===== src/rtl/if_stage.sv =====
// Instruction-fetch stage: PC, single-outstanding imem requests, one-entry skid buffer, IF/ID register.
// Optional IF_MISALIGN_CHK_EN: sticky fetch_misalign_o on a misaligned redirect target; otherwise targets are aligned down.
module if_stage #(
  parameter logic [31:0] RESET_PC = 32'h0000_0000
) (
  input  logic        clk,
  input  logic        rst,
  input  logic        stall_i,
  input  logic        br_i,
  input  logic [31:0] bt_i,
  output logic        imem_req_o,
  output logic [31:0] imem_addr_o,
  input  logic        imem_rvalid_i,
  input  logic [31:0] imem_rdata_i,
  output logic [31:0] id_pc_o,
  output logic [31:0] id_inst_o
`ifdef IF_MISALIGN_CHK_EN
  ,
  output logic        fetch_misalign_o
`endif
);

  logic [31:0] pc_q, pc_d;
  logic        outstanding_q, outstanding_d;
  logic        stale_q, stale_d;
  logic [31:0] req_pc_q, req_pc_d;
  logic        skid_v_q, skid_v_d;
  logic [31:0] skid_pc_q, skid_pc_d;
  logic [31:0] skid_inst_q, skid_inst_d;
  logic [31:0] id_pc_q, id_pc_d;
  logic [31:0] id_inst_q, id_inst_d;

  logic        redirect, halt;
  logic [31:0] tgt, fetch_addr;
  logic        rsp_hit, rsp_ok, skid_fill, slot_free, issue;

`ifdef IF_MISALIGN_CHK_EN
  logic misalign_q, misalign_d;
  logic bad_tgt;
  assign bad_tgt          = redirect && (bt_i[1:0] != 2'b00);
  assign tgt              = bt_i;
  assign halt             = misalign_q || bad_tgt;
  assign misalign_d       = misalign_q || bad_tgt;
  assign fetch_misalign_o = misalign_q;
`else
  assign tgt  = bt_i & ~32'h0000_0003;
  assign halt = 1'b0;
`endif

  assign redirect   = br_i && !stall_i;
  assign rsp_hit    = imem_rvalid_i && outstanding_q;
  assign rsp_ok     = rsp_hit && !stale_q && !redirect;
  assign skid_fill  = rsp_ok && stall_i && !skid_v_q;
  // Holding off the refill while the skid is being loaded keeps at most one response parked during a stall.
  assign slot_free  = redirect ? !outstanding_q : (!outstanding_q || imem_rvalid_i);
  assign issue      = !rst && !halt && slot_free && !(skid_v_q && stall_i) && !skid_fill;
  assign fetch_addr = redirect ? tgt : pc_q;

  assign imem_req_o  = issue;
  assign imem_addr_o = issue ? fetch_addr : '0;
  assign id_pc_o     = id_pc_q;
  assign id_inst_o   = id_inst_q;

  always_comb begin
    pc_d          = pc_q;
    outstanding_d = outstanding_q;
    stale_d       = stale_q;
    req_pc_d      = req_pc_q;
    skid_v_d      = skid_v_q;
    skid_pc_d     = skid_pc_q;
    skid_inst_d   = skid_inst_q;
    id_pc_d       = id_pc_q;
    id_inst_d     = id_inst_q;

    if (redirect) pc_d = tgt;
    if (issue) begin
      pc_d     = fetch_addr + 32'd4;
      req_pc_d = fetch_addr;
    end

    if (rsp_hit) outstanding_d = 1'b0;
    if (issue)   outstanding_d = 1'b1;

    if (rsp_hit) stale_d = 1'b0;
    if (redirect && outstanding_q && !imem_rvalid_i) stale_d = 1'b1;

    if (!stall_i) skid_v_d = 1'b0;
    if (skid_fill) begin
      skid_v_d    = 1'b1;
      skid_pc_d   = req_pc_q;
      skid_inst_d = imem_rdata_i;
    end

    if (redirect) begin
      id_pc_d   = '0;
      id_inst_d = '0;
    end else if (!stall_i) begin
      if (skid_v_q) begin
        id_pc_d   = skid_pc_q;
        id_inst_d = skid_inst_q;
      end else if (rsp_ok) begin
        id_pc_d   = req_pc_q;
        id_inst_d = imem_rdata_i;
      end else begin
        id_pc_d   = '0;
        id_inst_d = '0;
      end
    end
  end

  always_ff @(posedge clk) begin
    if (rst) begin
      pc_q          <= RESET_PC;
      outstanding_q <= 1'b0;
      stale_q       <= 1'b0;
      req_pc_q      <= '0;
      skid_v_q      <= 1'b0;
      skid_pc_q     <= '0;
      skid_inst_q   <= '0;
      id_pc_q       <= '0;
      id_inst_q     <= '0;
`ifdef IF_MISALIGN_CHK_EN
      misalign_q    <= 1'b0;
`endif
    end else begin
      pc_q          <= pc_d;
      outstanding_q <= outstanding_d;
      stale_q       <= stale_d;
      req_pc_q      <= req_pc_d;
      skid_v_q      <= skid_v_d;
      skid_pc_q     <= skid_pc_d;
      skid_inst_q   <= skid_inst_d;
      id_pc_q       <= id_pc_d;
      id_inst_q     <= id_inst_d;
`ifdef IF_MISALIGN_CHK_EN
      misalign_q    <= misalign_d;
`endif
    end
  end

endmodule


===== config.mk =====
export PLATFORM = sky130hd
export DESIGN_NAME = if_stage
export DESIGN_NICKNAME = d
export VERILOG_FILES = /design/src/rtl/if_stage.sv
export SDC_FILE = /design/constraint.sdc
export NUM_CORES = 1
export LEC_CHECK = 0
export ABC_AREA = 1
export CORE_MARGIN = 5
export CORE_UTILIZATION = 35
export DETAILED_ROUTE_END_ITERATION = 8
export PLACE_DENSITY = 0.68
export SLEW_MARGIN = 20
export SYNTH_ARGS = -nofsm -noshare
export SYNTH_HDL_FRONTEND = slang
export SYNTH_SLANG_ARGS = --single-unit

===== constraint.sdc =====
create_clock -name clk -period 5.9 [get_ports clk]
set_clock_uncertainty 0.1 [all_clocks]
set_input_delay 1.77 -clock clk [delete_from_list [all_inputs] [get_ports clk]]
set_output_delay 1.77 -clock clk [all_outputs]
set_load 0.03 [all_outputs]

==> metrics.txt <==
Starting Density=0.352; Post-synth EDFFs=0; TritonCTS clock tree=done; hold slack=between 0.3 and 0.4 ns; layout cells sized above 1=0.0894; worst hold start=pc_q[0]; Routed WL=27300 um; Worst Setup SP=br_i; number of synthesized register bits=195; dpl hpwl=roughly 18000 um; Die X=approximately 170 um; Via density=5.14; fmax=around 170 MHz; sequential element share of the synthesized area=0.461; Post-CTS Setup Inserts=0; worst endpoint data arrival time=3.89 ns; Netlist cell types=31; RSZ-0062 raised after global routing=false; CTS H-tree lvls=4; via count=around 8600; clk slew on worst S/H paths=approximately 0.070 ns; largest net degree at the start of global routing=88; crit-path max FO=7; row cnt=57; top cell type's share of synthesized area=0.461; full die area=0.0274 mm^2; drc violations=0; Slew Limit Fails=0; Hold Path Class=reg2reg; Port-buffer cells=between 150 and 200; Pint=between 2 and 2.5 mW; Routed WL per cell=between 15 and 20 um; syn avg cell area=7.06 um^2; r2r startpoint=skid_v_q; DRT Pass-1 Iters=5; r2r setup slk=around 3.4 ns; die height=approximately 170 um; crit end category=output pin; top-count cell post-synth=nand2_1; final setup fails=0; clock power share=0.379; VDD IR max=around 170 uV; post-route minimum period=about 5.8 ns; Buf+Inv Stages, Crit Path=3; outcome=completed; Area contributors post-synth=dfxtp_1, a21oi_1, nand2_1, nand3_1, nor2_1; Sum Neg Setup Slack=0 ns; Slew headroom=0.336; Yosys warning count=0; GRT Total Usage=0.191; Max-cap violations=0; # IOs=between 150 and 200; CP max stage delay=around 0.73 ns; Synth Flop Type=dfxtp_1; gpl congestion=about 0.88; Synth async-reset ratio=0; clock buffer count from CTS=17; area leader, netlist=dfxtp_1; Mapped Cells=around 1200; Core ar.=0.0241 mm^2; post-synthesis net count=between 1000 and 1500; top post-synthesis cells by count=nand2_1, a21oi_1, dfxtp_1, nor2_1, nand3_1; clk_lat worst skew=roughly 0.45 ns; Switching Share=0.296; fin crit share=0.977; Fill cells=between 2000 and 2500; Gate power share=0.161; DR iter-0 viols=roughly 800; Cell Area, Synth=0.00848 mm^2; grt total ovfl=0; Worst-Margin Slew=0.995 ns; Clock Path Buffers=2; CTS root buf=clkbuf_16; Setup CP Type=in2out; NetSw=0.903 mW; post-cts hold buffer count=0; Pwr Density=approximately 280 mW/mm^2; Routed Antenna Nets=0; # diodes=0; clk sinks=195; Layout area overhead=29.5%; Leak Pwr=a little over 4 nW; global-route wire length before repair=42900 um; power after layout=a little over 3 mW; initial antenna violation count=0; Sequential Power Share=0.459; vias in the first global route=around 7900; CP required=a little over 4 ns; worst path cell trace=clkdlybuf4s50_1 -> nand2_2 -> buf_4 -> nand2_1 -> nand2_1 -> nor2_1 -> clkdlybuf4s50_1; Final Net Count=approximately 1400; CP delay by family, top=buffers and inverters; element type at the critical path start=primary input; Critical-path top delay cell=clkdlybuf4s50_1; Hold Vio Cnt, Final=0
## state kept, by name, summed over array words and instances, names as in the netlist
name and count:
id_pc_o 32, skid_inst_q 32, skid_pc_q 32, stale_q 1, req_pc_q 32, id_inst_o 32, outstanding_q 1, skid_v_q 1
pc_q 32
## metrics by stage
stage / utilization / setup slack [ns] / instances / cell area, um^2
after floorplan: - / 0.941 / 1201 / 8480
after global placement: 0.431 / 0.107 / 1635 / 10400
after detailed placement: 0.431 / 0.0980 / 1635 / 10400
after CTS: 0.455 / 0.0809 / 1667 / 11000
after global routing: 0.455 / 0.0222 / 1667 / 11000
final: 0.455 / 0.137 / 1667 / 11000
## layout by cell type, fill, tap and decap left out, drive strengths merged
cell type | Yosys | final
inv | 70 | 76
o211a | 1 | 1
ha | 2 | 2
nand2 | 275 | 275
or2 | 2 | 2
bufinv | 0 | 1
nand4 | 8 | 8
buf | 22 | 54
nor3 | 7 | 7
clkbuf | 61 | 18
nand3b | 1 | 1
o21a | 1 | 1
nand3 | 103 | 103
a211oi | 2 | 2
clkdlybuf4s50 | 0 | 137
o21ai | 81 | 81
dfxtp | 195 | 195
a21oi | 243 | 243
nor2 | 125 | 125
dlymetal6s2s | 0 | 2
a31oi | 1 | 1
clkinvlp | 0 | 2
clkinv | 1 | 6
## layout make-up
class,instances,area (um^2),area share
clock inverters,14,146,0.0133
inverters,71,267,0.0243
well taps,324,405,0.0369
flip-flops and latches,195,3910,0.356
repair buffers,193,1890,0.172
clock buffers,18,429,0.0391
multi-input cells,852,3940,0.359
## worst register-to-register path, cell delays in order, from the launching register on
cell and delay [ns]:
dfxtp_2 0.33, buf_4 0.62, nor2_4 0.08, inv_2 0.72, buf_4 0.42, nand2_1 0.09, a21oi_1 0.13
## cell families (layout without fill, tap and decap cells)
group,count (synthesis),in the layout,share of synthesized area
AO/OA/AOI/OAI,329,329,0.197
adder cells (fa/ha/maj),2,2,0.00295
buffers and inverters,154,296,0.0771
flip-flops,195,195,0.461
AND/OR/NAND/NOR,521,521,0.262
## power groups by stage
stage          logic [mW]  clock network [mW]  registers [mW]
2_1_floorplan       0.250                   0            1.46
3_3_place_gp        0.490                   0            1.43
3_5_place_dp        0.492                   0            1.43
4_1_cts             0.495                1.17            1.40
5_1_grt             0.534                1.22            1.41
6_report            0.492                1.16            1.40
## layer usage
metal,GRT usage,routed length (um),vias up
met2,0.305,12400,270
met5,0,0,-
met3,0.0422,1840,29
met4,0.0502,414,0
li1,-,-,4222
met1,0.263,12600,4040
## timing repair
action                     in CTS  in global routing
setup endpoints to repair       0                  2
gates resized for setup         0                  2
hold endpoints to repair        0                  0
## final timing paths
path	endpoint	depth (start not counted)
hold reg to reg	pc_q[0]	2
setup reg to reg	skid_inst_q[31]	6
setup / recovery	imem_addr_o[26]	7
hold / removal	pc_q[0]	2
Power figures use the tool's default switching activity.
